[src/rtl/fifo_wr_pkg.sv]
// Shared types and constants for the asynchronous FIFO write-side front end.
package fifo_wr_pkg;

  // Write-side sequencing states.
  typedef enum logic [1:0] {
    IDLE  = 2'd0,
    PKT   = 2'd1,
    FLUSH = 2'd2
  } wr_state_e;

  // Skid buffer geometry: two entries, so a 2-bit occupancy count (0..2).
  localparam int unsigned SKID_DEPTH = 2;
  localparam logic [1:0]  SKID_EMPTY = 2'd0;
  localparam logic [1:0]  SKID_ONE   = 2'd1;
  localparam logic [1:0]  SKID_FULL  = 2'd2;

endpackage

[src/rtl/fifo_wr_skid.sv]
// Two-entry skid buffer holding {last, data}. A push and a pop may occur in
// the same cycle, which keeps the occupancy constant and sustains one word
// per cycle. The caller guarantees push only when not full, pop only when
// not empty.
module fifo_wr_skid
  import fifo_wr_pkg::*;
#(
  parameter int DATA_WIDTH = 18
) (
  input  logic                  clk_wr_i,
  input  logic                  reset,
  input  logic                  push,
  input  logic                  push_last,
  input  logic [DATA_WIDTH-1:0] push_data,
  input  logic                  pop,
  output logic [1:0]            count,
  output logic                  head_last,
  output logic [DATA_WIDTH-1:0] head_data
);

  typedef struct packed {
    logic                  last;
    logic [DATA_WIDTH-1:0] data;
  } entry_t;

  entry_t mem [SKID_DEPTH];
  logic   head_ptr;
  logic   tail_ptr;
  entry_t head;

  // Storage: the tail entry is written on every push.
  always_ff @(posedge clk_wr_i or negedge reset) begin
    if (!reset) begin
      mem[0] <= '0;
      mem[1] <= '0;
    end else if (push) begin
      mem[tail_ptr] <= '{last: push_last, data: push_data};
    end
  end

  // Pointers toggle on their own operation; count tracks push minus pop.
  always_ff @(posedge clk_wr_i or negedge reset) begin
    if (!reset) begin
      head_ptr <= 1'b0;
      tail_ptr <= 1'b0;
      count    <= SKID_EMPTY;
    end else begin
      head_ptr <= head_ptr ^ pop;
      tail_ptr <= tail_ptr ^ push;
      case ({push, pop})
        2'b10:   count <= count + SKID_ONE;
        2'b01:   count <= count - SKID_ONE;
        default: count <= count;
      endcase
    end
  end

  assign head      = mem[head_ptr];
  assign head_last = head.last;
  assign head_data = head.data;

endmodule

[src/rtl/fifo_wr_ctrl.sv]
// Write-side front end of the asynchronous FIFO. Absorbs a valid/ready stream
// in a 2-entry skid buffer and writes it into the FIFO whenever the FIFO is
// not full. Also sequences flush/drain, counts words and packets, and raises
// a sticky error if the buffer stays stalled behind a full FIFO too long.
//
//   state | meaning
//   ------+---------------------------------------------------------------
//   IDLE  | between packets; accepting words
//   PKT   | inside a packet (a non-last word has been accepted)
//   FLUSH | input closed; draining buffered words into the FIFO
module fifo_wr_ctrl
  import fifo_wr_pkg::*;
#(
  parameter int DATA_WIDTH  = 18,
  parameter int CNT_WIDTH   = 16,
  parameter int STALL_LIMIT = 1024
) (
  input  logic                  clk_wr_i,
  input  logic                  reset,
  input  logic                  s_valid_i,
  output logic                  s_ready_o,
  input  logic [DATA_WIDTH-1:0] s_data_i,
  input  logic                  s_last_i,
  input  logic                  flush_i,
  input  logic                  fifo_full_n_i,
  output logic                  wr_o,
  output logic [DATA_WIDTH-1:0] data_o,
  output logic                  busy_o,
  output logic                  flush_done_o,
  output logic [CNT_WIDTH-1:0]  word_cnt_o,
  output logic [CNT_WIDTH-1:0]  pkt_cnt_o,
  output logic                  stall_err_o
);

  localparam logic [CNT_WIDTH-1:0] CNT_ONE    = 1;
  localparam logic [CNT_WIDTH-1:0] CNT_ZERO   = '0;
  localparam logic [CNT_WIDTH-1:0] CNT_MAX    = '1;
  localparam logic [CNT_WIDTH-1:0] STALL_LOAD = CNT_WIDTH'(STALL_LIMIT);

  wr_state_e              state;
  logic [1:0]             count;
  logic                   head_last;
  logic [DATA_WIDTH-1:0]  head_data;
  logic                   accept;
  logic                   stalled;
  logic [CNT_WIDTH-1:0]   stall_tmr;

  fifo_wr_skid #(
    .DATA_WIDTH (DATA_WIDTH)
  ) u_skid (
    .clk_wr_i  (clk_wr_i),
    .reset     (reset),
    .push      (accept),
    .push_last (s_last_i),
    .push_data (s_data_i),
    .pop       (wr_o),
    .count     (count),
    .head_last (head_last),
    .head_data (head_data)
  );

  // Ready depends on registered state only, so there is no path from
  // s_valid_i or flush_i back to s_ready_o.
  assign s_ready_o = (count != SKID_FULL) && (state != FLUSH);
  assign accept    = s_valid_i & s_ready_o;
  assign wr_o      = (count != SKID_EMPTY) & fifo_full_n_i;
  assign data_o    = head_data;
  assign busy_o    = (count != SKID_EMPTY) | (state == FLUSH);
  assign stalled   = (count != SKID_EMPTY) & ~fifo_full_n_i;

  // Done marks the cycle in which the buffer becomes empty while flushing:
  // either already empty, or the last word is being written right now.
  // No word can be accepted during FLUSH, so only the pop matters here.
  assign flush_done_o = (state == FLUSH) &&
                        ((count == SKID_EMPTY) || ((count == SKID_ONE) && wr_o));

  // Packet/flush sequencing; flush takes priority over packet tracking.
  always_ff @(posedge clk_wr_i or negedge reset) begin
    if (!reset) begin
      state <= IDLE;
    end else begin
      case (state)
        IDLE: begin
          if (flush_i)                  state <= FLUSH;
          else if (accept && !s_last_i) state <= PKT;
        end
        PKT: begin
          if (flush_i)                  state <= FLUSH;
          else if (accept && s_last_i)  state <= IDLE;
        end
        FLUSH: begin
          if (flush_done_o)             state <= IDLE;
        end
        default:                        state <= IDLE;
      endcase
    end
  end

  // Saturating word and packet counters, stepped by FIFO writes.
  always_ff @(posedge clk_wr_i or negedge reset) begin
    if (!reset) begin
      word_cnt_o <= CNT_ZERO;
      pkt_cnt_o  <= CNT_ZERO;
    end else if (wr_o) begin
      if (word_cnt_o != CNT_MAX)
        word_cnt_o <= word_cnt_o + CNT_ONE;
      if (head_last && (pkt_cnt_o != CNT_MAX))
        pkt_cnt_o <= pkt_cnt_o + CNT_ONE;
    end
  end

  // Stall watchdog: down-counter reloaded whenever the buffer is not stuck
  // behind a full FIFO; reaching terminal count latches the sticky error.
  always_ff @(posedge clk_wr_i or negedge reset) begin
    if (!reset) begin
      stall_tmr   <= STALL_LOAD;
      stall_err_o <= 1'b0;
    end else if (!stalled) begin
      stall_tmr <= STALL_LOAD;
    end else if (stall_tmr != CNT_ZERO) begin
      stall_tmr <= stall_tmr - CNT_ONE;
      if (stall_tmr == CNT_ONE)
        stall_err_o <= 1'b1;
    end
  end

endmodule

[config.mk]
export PLATFORM = sky130hd
export DESIGN_NAME = fifo_wr_ctrl
export DESIGN_NICKNAME = d
export VERILOG_FILES = /design/src/rtl/fifo_wr_pkg.sv /design/src/rtl/fifo_wr_skid.sv /design/src/rtl/fifo_wr_ctrl.sv
export SDC_FILE = /design/constraint.sdc
export NUM_CORES = 1
export LEC_CHECK = 0
export BUFFER_PORTS_ARGS = -buffer_cell sky130_fd_sc_hd__buf_2
export CAP_MARGIN = 20
export CORE_UTILIZATION = 50
export CTS_CLUSTER_DIAMETER = 100
export CTS_CLUSTER_SIZE = 8
export DETAILED_ROUTE_END_ITERATION = 8
export PLACE_DENSITY = 0.85
export SETUP_SLACK_MARGIN = 0.05
export SYNTH_ARGS = -nofsm -noshare
export SYNTH_HDL_FRONTEND = slang
export SYNTH_SLANG_ARGS = --single-unit
[constraint.sdc]
create_clock -name clk_wr_i -period 2.3 [get_ports clk_wr_i]
set_clock_uncertainty 0.05 [all_clocks]
set_input_delay 0.23 -clock clk_wr_i [delete_from_list [all_inputs] [get_ports clk_wr_i]]
set_output_delay 0.23 -clock clk_wr_i [all_outputs]
set_load 0.1 [all_outputs]
* Yosys cells after proc, flatten, opt, wreduce, memory -nomap -nowiden
Index checks and enable logic that the tools add are counted.
Cells by class: $add $sub $neg 5, equality and inequality tests 14, bitwise logic cells 9, mux-type cells 15, reduce and logical (&&, ||, !) cells 18, order comparisons 3
Operator list (count):
- two-way mux 19 bit | 4
- bitwise mux 38 bit | 1
- adder 16 x 1 -> 16 bit (second input constant) | 2
- two-way mux 16 bit | 2
- != test 16 bit (second input constant) | 2
- demux 19 bit (select 1 bit) | 1
- equality test 16 x 1 -> 1 bit (second input constant) | 1
- nonzero test 16 bit | 1
- subtractor 16 x 1 -> 16 bit (second input constant) | 1
- two-way mux 2 bit | 5
- logical AND 1 bit | 7
- equality test 2 x 1 -> 1 bit (second input constant) | 3
- != test 2 bit (second input constant) | 3
- != test 3 bit (second input constant) | 2
- one-hot mux 2 bit (3 select lines) | 1
- AND reduction 3 bit | 2
- equality test 2 bit (second input constant) | 2
- >= comparator 2 bit (second input constant) | 2
- logical NOT 2 bit | 2
- inverter 1 -> 2 bit | 2
- one-hot mux 2 bit (2 select lines) | 1
- AND reduction 2 bit | 2
- nonzero test 2 bit | 2
- bitwise AND 1 bit | 3
- other kinds (9) | 10
Storage, ports and cells: output and inout port bits 55, register bits after elaboration 93, word-level logic and storage cells 76

* Depth between registers and ports, before layout
Gate-level depths: netlist of the first run.
depth after elaboration 7, mapped depth 7

* Modules after synthesis
A second synthesis of the first run with hierarchy kept.
Second synthesis, totals: cell total of the unflattened synthesis 375, area, all modules 4605.7 um^2
By module, submodules not included:
- fifo_wr_ctrl | area each 2677.6 um^2, seq. area each 1277.5 um^2, cells an instance 259, instances 1
- fifo_wr_skid | area each 1928.1 um^2, seq. area each 1051.0 um^2, cells an instance 116, instances 1

* Worst setup path after synthesis of the first run
Ideal clock, no wire load.
kind register to register, from register word_cnt_o[0], to register word_cnt_o[14], stages on the path, launching flop included 6, buffers on the path 0, data arrival time 2500 ps, path slack -409 ps, period minus slack after synthesis 2709 ps, cell sequence dfrtp_1 -> ha_1 -> nand3_1 -> a2111oi_0 -> nand4_1 -> xnor2_1
Between the ends: cells in the longest elaborated chain, start to end 2, elaborated cells on any way between the ends 3, those cells by class add/sub: 1; eq/ne: 1; reduce/logical: 1
RTL lines:
- start, declared | line fifo_wr_ctrl.sv:30 | output logic [CNT_WIDTH-1:0] word_cnt_o,
- start signal, assigned | line fifo_wr_ctrl.sv:106 | word_cnt_o <= word_cnt_o + CNT_ONE;
- branches (longest 2 deep; another with adder 16 x 1 -> 16 bit)
Parallel ways; which one is timed is not known. A chain may end at the register's enable or synchronous reset.

* Worst setup path in the final report of the first run
from register stall_tmr[7], to register stall_tmr[12]
Between the ends: cells in the longest elaborated chain, start to end 3, elaborated cells on any way between the ends 5, those cells by class add/sub: 1; eq/ne: 1; mux: 2; reduce/logical: 1
RTL lines:
- start, declared | line fifo_wr_ctrl.sv:46 | logic [CNT_WIDTH-1:0] stall_tmr;
- start signal, assigned | line fifo_wr_ctrl.sv:121 | stall_tmr <= stall_tmr - CNT_ONE;
- subtractor 16 x 1 -> 16 bit | line fifo_wr_ctrl.sv:121
- two-way mux 16 bit | line fifo_wr_ctrl.sv:120 | end else if (stall_tmr != CNT_ZERO) begin
- two-way mux 16 bit | line fifo_wr_ctrl.sv:118 | end else if (!stalled) begin
Several ways; a longest one is shown, not always the timed one. The select of a mux whose other input is x is not followed.

==> reports/qor.txt, run 1 <==
First-pass GRT wire length: 15.4 mm
Worst path max stage delay: 580 ps
Finished Layout Cells: 593
Outcome: completed
Setup Crit Path Kind: reg2reg
I/O Buffers: 78
Area grow syn2layout: 24.0%
Commonest non-fill, non-tap cell in the layout: buf_2
Yosys reg bits: 93
CP Data Required Time: 2550 ps
GRT Total Usage: 0.218
Area of the die: 9290 sq um
Via count: 3373
Flop2flop setup slack: 50 ps
Mean Syn Cell Area: 11.8 sq um
Final Max Tran Viols: 0
Avg WL per Cell: 16.3 um
CTS sink cnt: 93
Setup WS post-layout: 45.6 ps
YS warnings: 0
Synth top area share: 0.517
DRC violations left: 0
Cell taking the most area after synthesis: dfrtp_1
CP Capture Type: flop
Diode count: 0
Most common cell on crit path: or4_4
R2R Path Start: stall_tmr[7]
Routed Antenna Nets: 0
Worst R2R End: stall_tmr[12]
Tmin final: 2250 ps
Row Count: 34
Layout cells sized above 1: 0.474
Reg2Reg Depth: 4
Vias per Instance: 5.69
Netlist Area Pre-Place: 4450 sq um
Fmax: 444 MHz
Placer congestion estimate: 0.819
Deepest clock path buffer count: 2
Pin count of the biggest net entering global routing: 65
Worst Setup EP: stall_tmr[12]
Core area: 8680 sq um
Die W: 96.4 um
Sequential share of the synthesized area: 0.523
CP startpoint: stall_tmr[7]
Crit path arrival time: 2510 ps
H-Tree Depth: 3
Finish-stage setup viols: 0
Congestion Overflow GR: 0
Final net count: 514
Final HPWL DP: 6.50 mm
I/O pin count: 79
CP max-delay cell: or4_4
CTS tree: yes
Post-Syn Nets: 411
Num CTS Buffers: 9
Maxcap violations: 0
Worst-skew pair later-pin latency: 370 ps
DR pass1 iterations: 4
Vias in the first global route: 3343
Initial DRC count: 227
Total Negative Setup Slacks: 0 ps
RSZ-0062 raised after global routing: true
Final Cycle Share: 0.980
Post-Syn Instances: 377
Initial antenna violation count: 0
Fillers: 687
Worst path cell trace: or4_4 > or4_4 > or4_4 > a21oi_2
Reg clk slew, reported paths: 110 ps
HP Class: in2reg
Netlist cell types: 46
Clk root buf: clkbuf_8
Slew HR: 0.373
Final Hold Viols: 0
Slew @ Worst Pin: 930 ps
Maximum fanout along the worst path: 4
Placed insts: 569
Top cells by area, synth: dfrtp_1 52%, mux2_2 15%, xor2_1 4.5%
Most frequent cells in the layout: 76 x buf_2, 62 x dfrtp_1, 60 x mux2_2, 29 x dfrtp_2, 23 x xor2_1
Final wirelength: 9.65 mm
Design area: 5520 sq um
Pre-CTS setup slack: -27.8 ps
Starting Density: 0.513
CP startpoint kind: flop
Die H: 96.4 um
Post-DP Area: 5160 sq um
## through the flow
stage / util / hold WS [ps]
2_1_floorplan: - / -116
3_3_place_gp: 0.594 / 327
3_5_place_dp: 0.594 / 341
4_1_cts: 0.629 / 41.5
5_1_grt: 0.636 / 37.0
6_report: 0.636 / 52.7
## registers in the layout, indices dropped and copies added (netlist names), 2 cells and up
signal and count:
pkt_cnt_o 16, stall_tmr 16, state 2, u_skid.count 2, u_skid.mem 38, word_cnt_o 16
## cell type report
cell class	count	area, sq um	share of cell area
Inverter	13	50.0	0.00906
Clock buffer	9	124	0.0224
Tap cell	108	135	0.0245
Multi-Input combinational cell	260	2090	0.379
Timing Repair Buffer	103	626	0.113
Sequential cell	93	2370	0.429
Clock inverter	7	128	0.0231
## cells in the mapped netlist (all sizes together)
library cell / n
dfrtp: 92
a21o: 1
a21oi: 14
clkbuf: 7
nand4: 11
nand4b: 2
o41ai: 2
nor4b: 4
o311a: 1
a31o: 1
inv: 12
and3: 1
o211ai: 1
buf: 4
nand2b: 3
xnor2: 7
mux2: 60
xor2: 23
or4: 8
mux2i: 4
nand2: 19
a2111oi: 3
nor2b: 2
or3b: 1
o31ai: 5
and2: 1
nand3: 7
ha: 10
nor2: 15
a211oi: 2
clkinv: 1
or3: 8
nor3: 17
o311ai: 1
dfstp: 1
nor4: 5
or2: 3
nor3b: 2
a41oi: 1
and4: 4
o21ai: 11
## layer usage
metal	track usage	part of all wire	vias up	routed length (um)
met2	0.358	0.49	104	4690
met5	0	0	-	0
met4	0.0760	0.015	0	148
met3	0.0587	0.063	15	608
met1	0.279	0.43	1674	4200
li1	-	-	1580	-
## worst max-delay path, delay by kind of cell, from the launching register on
kind,cells,cell delay (ps)
simple gates,3,1610
flops,1,410
compound gates,1,130
## what timing repair did
item / CTS / global route
hold buffers: 2 / 0
gates resized for setup: 3 / 12
setup endpoints to repair: 5 / 10
hold endpoints to repair: 63 / 0
setup buffers: 3 / 3
pin swaps: 3 / 3
## logic make-up (layout without fill, tap and decap cells)
| kind of cell | after synthesis | count (layout) | synth area share |
|---|---|---|---|
| AO/OA/AOI/OAI | 43 | 43 | 0.0629 |
| XOR/XNOR | 30 | 30 | 0.0590 |
| adder cells (fa/ha/maj) | 10 | 10 | 0.0281 |
| buffers and inverters | 24 | 132 | 0.0222 |
| flip-flops | 93 | 93 | 0.523 |
| multiplexers | 64 | 64 | 0.161 |
| AND/OR/NAND/NOR | 113 | 113 | 0.144 |
## how the worst min path moves through the flow
stage | from | to | slack [ps] | cells after the start
floorplan | reset | pkt_cnt_o[10] | -120 | 0
global placement | reset | stall_tmr[14] | 330 | 1
detailed placement | reset | stall_tmr[11] | 340 | 1
CTS | s_data_i[17] | u_skid.mem[17] | 40 | 2
global route | s_data_i[9] | u_skid.mem[28] | 40 | 2
finish | s_data_i[17] | u_skid.mem[17] | 50 | 2
Power of run 1 is left out: the tool's default activity adds up to more than one toggle a clock period on the data nets, which glitch-free logic cannot reach.
==> inputs of run 2 (changes only) <==
==> constraint.sdc (replaced) <==
create_clock -name clk_wr_i -period 2.3 [get_ports clk_wr_i]
set_clock_uncertainty 0.05 [all_clocks]
set_input_delay 0.23 -clock clk_wr_i [delete_from_list [all_inputs] [get_ports clk_wr_i]]
set_output_delay 0.23 -clock clk_wr_i [all_outputs]
set_load 0.01 [all_outputs]
==> run 2 against run 1 <==
Sequential cell count unchanged. Sequential share of layout area up 0.41 points. Cell count down 0.34%. Global-route usage down 0.40 points. Register-to-register slack better by 30 ps. Highest routed layer unchanged.
==> reports/qor.txt, run 2 (synthesis results as in run 1) <==
Pwr Total: 6.72 mW
Power share of the clock group: 0.167
CP Data Required Time: 2530 ps (was 2550 ps)
HP Class: in2reg (unchanged)
Reg with most FFs: u_skid.mem (unchanged)
Initial DRC count: 152 (was 227)
Maximum fanout along the worst path: 3 (was 4)
Outcome: completed (unchanged)
Vias in the first global route: 3225 (was 3343)
Crit path arrival time: 2460 ps (was 2510 ps)
DR pass1 iterations: 4 (unchanged)
Final Cycle Share: 0.968 (was 0.980)
Power share of the combinational group: 0.440
I/O pin count: 79 (unchanged)
Setup Crit Path Kind: reg2reg (unchanged)
Die H: 96.4 um (unchanged)
Met3 Usage GRT: 0.0454 (was 0.0587)
Clk root buf: clkbuf_8 (unchanged)
Row Count: 34 (unchanged)
Final net count: 512 (was 514)
Reg2Reg Depth: 4 (unchanged)
Pin count of the biggest net entering global routing: 48 (was 65)
Slew @ Worst Pin: 682 ps (was 930 ps)
Placer congestion estimate: 0.886 (was 0.819)
RSZ-0062 raised after global routing: true (unchanged)
Switching share of power: 0.364
Final Hold Viols: 0 (unchanged)
Fillers: 716 (was 687)
Area grow syn2layout: 20.7% (was 24.0%)
Congestion Overflow GR: 0 (unchanged)
CP startpoint kind: flop (unchanged)
Final HPWL DP: 6.74 mm (was 6.50 mm)
Finish-stage setup viols: 0 (unchanged)
Deepest clock path buffer count: 2 (unchanged)
Routed Antenna Nets: 0 (unchanged)
H-Tree Depth: 3 (unchanged)
Most frequent cells in the layout: 92 x dfrtp_1, 77 x buf_2, 60 x mux2_2, 23 x xor2_1, 20 x buf_4 (was 76 x buf_2, 62 x dfrtp_1, 60 x mux2_2, 29 x dfrtp_2, 23 x xor2_1)
First-pass GRT wire length: 15.2 mm (was 15.4 mm)
Starting Density: 0.513 (unchanged)
Internal Power: 4.27 mW
Area of the die: 9290 sq um (unchanged)
Maxcap violations: 0 (unchanged)
Layout cells sized above 1: 0.398 (was 0.474)
Die W: 96.4 um (unchanged)
Area of the multi-input gates: 2060 sq um (was 2090 sq um)
M1 GR Usage: 0.277 (was 0.279)
Sequential group share of total power: 0.393
Leak: 2.55 nW
Peak supply drop: 0.633 mV
Power per cell area: 1250 nW/um^2
GRT Total Usage: 0.214 (was 0.218)
I/O Buffers: 78 (unchanged)
Commonest non-fill, non-tap cell in the layout: dfrtp_1 (was buf_2)
Largest register FFs: 38 (unchanged)
DRC violations left: 0 (unchanged)
Via count: 3311 (was 3373)
CTS sink cnt: 93 (unchanged)
Slew HR: 0.542 (was 0.373)
Tmin final: 2230 ps (was 2250 ps)
Initial antenna violation count: 0 (unchanged)
Fmax: 449 MHz (was 444 MHz)
Reg area: 2330 sq um (was 2370 sq um)
Final Max Tran Viols: 0 (unchanged)
Avg WL per Cell: 15.8 um (was 16.3 um)
Vias per Instance: 5.60 (was 5.69)
Final wirelength: 9.34 mm (was 9.65 mm)
Hold depth: 2 (unchanged)
Util after Layout: 0.620 (was 0.636)
Net Sw Power: 2.44 mW
CTS tree: yes (unchanged)
Met2 global-route usage: 0.365 (was 0.358)
Core area: 8680 sq um (unchanged)
GR peak layer: met2 (unchanged)
Num CTS Buffers: 9 (unchanged)
Diode count: 0 (unchanged)
Worst-skew pair later-pin latency: 350 ps (was 370 ps)
CP Capture Type: flop (unchanged)
Reg clk slew, reported paths: 100 ps (was 110 ps)
==> run 2: per-layer routing <==
metal	routed length (um)	vias up
li1	-	1572
met1	4010	1641
met2	4770	86
met3	452	12
met4	98	0
met5	0	-
==> run 2: cell type report <==
cell class                      instances  share of cell area
Sequential cell                        93               0.433
Multi-Input combinational cell        260               0.384
Timing Repair Buffer                  101               0.111
Tap cell                              108              0.0251
Clock buffer                            9              0.0230
Clock inverter                          7              0.0149
Inverter                               13             0.00908
==> run 2: stage by stage <==
step / setup TNS, ps / setup WS, ps / area, sq um / std cells / hold slack (ps)
after floorplan: -65.2 / -65.2 / 4470 / 377 / -116
after CTS: 0 / 62.1 / 5340 / 589 / 41.0
after detailed placement: 0 / 0.180 / 5100 / 570 / 222
after global routing: 0 / 30.4 / 5380 / 591 / 39.4
after global placement: 0 / 95.3 / 5100 / 570 / 219
final: 0 / 73.1 / 5380 / 591 / 59.3
==> run 2: worst max-delay path, stage by stage, from the launching register on <==
cell and delay, ps:
dfrtp_1 390, or4_4 550, or4_4 530, or4_4 500
a21oi_2 140
==> run 2: timing repair <==
action,CTS,global route
gates cloned,0,0
setup endpoints to repair,3,7
endpoints found under the hold margin,45,0
hold buffers,2,0
setup buffers,1,2
resized for setup,6,4
pin swaps,2,0
==> run 2: worst paths after layout <==
kind,start,end,slack [ps]
max,stall_tmr[7],stall_tmr[12],70
min,s_data_i[10],u_skid.mem[29],60
max reg2reg,stall_tmr[7],stall_tmr[12],70
min reg2reg,stall_err_o,stall_err_o,430
max in group asynchronous,reset,stall_tmr[10],1100
min in group asynchronous,reset,u_skid.mem[21],370
==> run 2: power groups by stage <==
stage	logic [mW]	registers, mW	clock network, mW
2_1_floorplan	1.95	2.61	0
3_3_place_gp	2.80	2.60	0
3_5_place_dp	2.90	2.66	0
4_1_cts	2.94	2.63	1.15
5_1_grt	3.23	2.72	1.22
6_report	2.96	2.64	1.12
Note: power is estimated with default switching activity, not from simulation.
==> inputs of run 3 (changes only) <==
--- a/config.mk
+++ b/config.mk
@@ -7,12 +7,13 @@
 export LEC_CHECK = 0
 export BUFFER_PORTS_ARGS = -buffer_cell sky130_fd_sc_hd__buf_2
 export CAP_MARGIN = 20
-export CORE_UTILIZATION = 50
+export CORE_UTILIZATION = 51
 export CTS_CLUSTER_DIAMETER = 100
 export CTS_CLUSTER_SIZE = 8
 export DETAILED_ROUTE_END_ITERATION = 8
-export PLACE_DENSITY = 0.85
+export PLACE_DENSITY = 0.87
 export SETUP_SLACK_MARGIN = 0.05
 export SYNTH_ARGS = -nofsm -noshare
 export SYNTH_HDL_FRONTEND = slang
+export SYNTH_HIERARCHICAL = 1
 export SYNTH_SLANG_ARGS = --single-unit
==> run 3 against run 2 <==
Total power barely moved. Non-clock buffer count fell by 9. Clock-buffer cell count rose by 1. Via count rose by 0.66%. Hold slack improved by 2.9 ps. Synthesized cell count fell by 0.53%. Final area rose by 0.14%. Critical path type unchanged. Largest power group unchanged.
==> reports/qor.txt, run 3 <==
Finish-stage setup viols: 0 (unchanged)
Vias per Instance: 5.74 (was 5.60)
CTS tree: yes (unchanged)
Starting Density: 0.528 (was 0.513)
Worst-skew pair later-pin latency: 350 ps (about the same)
Post-Syn Nets: 406 (was 411)
Fillers: 700 (was 716)
DRC violations left: 0 (unchanged)
Top FF cell, synth: dfrtp_1 (unchanged)
Die W: 97.0 um (was 96.4 um)
Layout cells sized above 1: 0.362 (was 0.398)
Setup WS post-layout: 175 ps (was 73.1 ps)
Final wirelength: 9.34 mm (about the same)
Netlist cell types: 58 (was 46)
Top cells by area, synth: dfrtp_1 50%, mux2_2 9.0%, mux2_4 6.5% (was dfrtp_1 52%, mux2_2 15%, xor2_1 4.5%)
Post-DP Area: 5140 sq um (was 5100 sq um)
Worst path cell trace: inv_1 > ha_1 > or3b_2 > nor3_2 > or4b_1 > nand3_1 (was or4_4 > or4_4 > or4_4 > a21oi_2)
Final net count: 500 (was 512)
Net Sw Power: 2.39 mW (was 2.44 mW)
Slew HR: 0.567 (was 0.542)
Yosys reg bits: 93 (unchanged)
Outcome: completed (unchanged)
CP startpoint kind: flop (unchanged)
Initial antenna violation count: 0 (unchanged)
H-Tree Depth: 3 (unchanged)
Total Negative Setup Slacks: 0 ps (unchanged)
Power share of the clock group: 0.175 (was 0.167)
Synth top area share: 0.500 (was 0.517)
Core area: 8720 sq um (was 8680 sq um)
Util after Layout: 0.617 (was 0.620)
Final Max Tran Viols: 0 (unchanged)
Routed Antenna Nets: 0 (unchanged)
Most frequent cell after synthesis: dfrtp_1 (unchanged)
DR pass1 iterations: 4 (unchanged)
Die H: 97.0 um (was 96.4 um)
CP Capture Type: flop (unchanged)
Internal Power: 4.33 mW (was 4.27 mW)
RSZ-0062 raised after global routing: false (was true)
Peak supply drop: 0.677 mV (was 0.633 mV)
Sequential share of the synthesized area: 0.506 (was 0.523)
Crit path arrival time: 2350 ps (was 2460 ps)
I/O Buffers: 78 (unchanged)
Reg clk slew, reported paths: 90 ps (was 100 ps)
Commonest non-fill, non-tap cell in the layout: dfrtp_1 (unchanged)
Row Count: 34 (unchanged)
CP max-delay cell: or3b_2 (was or4_4)
Diode count: 0 (unchanged)
Pin count of the biggest net entering global routing: 33 (was 48)
Worst hold slack: 62.2 ps (was 59.3 ps)
Design area: 5380 sq um (about the same)
Setup Crit Path Kind: reg2reg (unchanged)
Post-cts resize count: 0 (was 6)
I/O pin count: 79 (unchanged)
Area grow syn2layout: 16.9% (was 20.7%)
Mean Syn Cell Area: 12.3 sq um (was 11.8 sq um)
Initial DRC count: 161 (was 152)
Switching share of power: 0.356 (was 0.364)
Num CTS Buffers: 9 (unchanged)
Worst path max stage delay: 520 ps (was 550 ps)
Clk root buf: clkbuf_8 (unchanged)
Tmin final: 2120 ps (was 2230 ps)
Netlist Area Pre-Place: 4610 sq um (was 4450 sq um)
CP Data Required Time: 2530 ps (about the same)
Maxcap violations: 0 (unchanged)
Fraction of registers with async set/reset: 1.00 (unchanged)
Most frequent cells in the layout: 92 x dfrtp_1, 77 x buf_2, 37 x mux2_2, 21 x nand3_1, 20 x mux2_4 (was 92 x dfrtp_1, 77 x buf_2, 60 x mux2_2, 23 x xor2_1, 20 x buf_4)
Final Hold Viols: 0 (unchanged)
Reg with most FFs: u_skid/mem (was u_skid.mem)
Vias in the first global route: 3309 (was 3225)
Area of the die: 9410 sq um (was 9290 sq um)
YS warnings: 6 (was 0)
Sequential group share of total power: 0.405 (was 0.393)
Number of flops mapped to enable cells by yosys: 0 (unchanged)
Maximum fanout along the worst path: 6 (was 3)
Power per cell area: 1250 nW/um^2 (about the same)
Deepest clock path buffer count: 2 (unchanged)
Largest register FFs: 38 (unchanged)
Fmax: 471 MHz (was 449 MHz)
Congestion Overflow GR: 0 (unchanged)
GRT Total Usage: 0.206 (was 0.214)
Top cells by count, synth: 92 x dfrtp_1, 37 x mux2_2, 21 x nand3_1, 20 x mux2_4, 19 x xnor2_1 (was 92 x dfrtp_1, 60 x mux2_2, 23 x xor2_1, 19 x nand2_1, 17 x nor3_1)
Placer congestion estimate: 0.815 (was 0.886)
Avg WL per Cell: 16.1 um (was 15.8 um)
Slew @ Worst Pin: 647 ps (was 682 ps)
HP Class: in2reg (unchanged)
Final Cycle Share: 0.924 (was 0.968)
Cell taking the most area after synthesis: dfrtp_1 (unchanged)
Pre-CTS setup slack: 209 ps (was 0.180 ps)
Via count: 3333 (was 3311)
Final HPWL DP: 6.53 mm (was 6.74 mm)
CTS sink cnt: 93 (unchanged)
First-pass GRT wire length: 15.9 mm (was 15.2 mm)
Power share of the combinational group: 0.420 (was 0.440)
Leak: 2.51 nW (was 2.55 nW)
Post-Syn Instances: 375 (was 377)
==> run 3: changes by cell type after synthesis, moves of 5 or more <==
| cell | change |
|---|---|
| mux2_2 | -23 |
| mux2_4 | +20 |
| nand3_1 | +14 |
| xor2_1 | -13 |
| xnor2_1 | +12 |
| nor3_1 | -11 |
| nand2_1 | -6 |
| o21ai_1 | +5 |
==> run 3: worst paths after layout <==
| path | to | cells after the start | slack, ps | start |
|---|---|---|---|---|
| hold reg to reg | state[0] | 1 | 420 | state[1] |
| min in group asynchronous | word_cnt_o[13] | 2 | 310 | reset |
| setup / recovery | stall_tmr[10] | 6 | 180 | stall_tmr[0] |
| hold / removal | state[0] | 2 | 60 | s_last_i |
| setup reg to reg | stall_tmr[10] | 6 | 180 | stall_tmr[0] |
| max in group asynchronous | stall_tmr[10] | 3 | 1210 | reset |
==> run 3: cell type report <==
class | count | area [sq um] | share of cell area
inverter | 10 | 37.5 | 0.00697
multi-input combinational | 263 | 2160 | 0.400
clock inverter | 5 | 83.8 | 0.0156
timing repair buffer | 92 | 515 | 0.0957
tap | 108 | 135 | 0.0251
clock buffer | 10 | 128 | 0.0237
sequential | 93 | 2330 | 0.432
==> run 3: repair_timing <==
action	4_1_cts	5_1_grt
hold buffers	2	0
endpoints found under the hold margin	30	0
setup buffers	0	1
setup endpoints to repair	0	2
==> run 3: power by group through the flow <==
| stage | clock (mW) | combinational (mW) | sequential [mW] |
|---|---|---|---|
| 2_1_floorplan | 0 | 2.05 | 2.66 |
| 3_3_place_gp | 0 | 2.71 | 2.69 |
| 3_5_place_dp | 0 | 2.81 | 2.74 |
| 4_1_cts | 1.21 | 2.84 | 2.72 |
| 5_1_grt | 1.28 | 3.08 | 2.81 |
| 6_report | 1.18 | 2.82 | 2.72 |
==> run 3: routing by layer <==
metal	vias to the layer above	track usage	wire, um
met5	-	0	0
met2	89	0.335	4570
met4	0	0.0643	144
met3	15	0.0390	422
met1	1660	0.281	4200
li1	1569	-	-
==> run 3: worst max-delay path: cells and delay by family, from the launching register on <==
kind,cells,cell delay (ps)
buffers and inverters,1,120
adder cells (fa/ha/maj),1,230
flip-flops,1,460
AND/OR/NAND/NOR,4,1200
==> run 3: cells by family (layout without fill, tap and decap cells) <==
kind of cell | Yosys count | after routing | synth area share
buffers and inverters | 19 | 117 | 0.0264
muxes | 63 | 63 | 0.170
and+or+nand+nor | 120 | 120 | 0.166
adders and majority gates | 7 | 7 | 0.0190
xor gates and xnor gates | 29 | 29 | 0.0551
DFF | 93 | 93 | 0.506
AOI/OAI and AO/OA | 44 | 44 | 0.0581
==> run 3: metrics by stage <==
step	power, mW	instances
floorplan	4.72	375
global placement	5.40	563
detailed placement	5.54	563
CTS	6.77	580
global route	7.17	581
finish	6.72	581
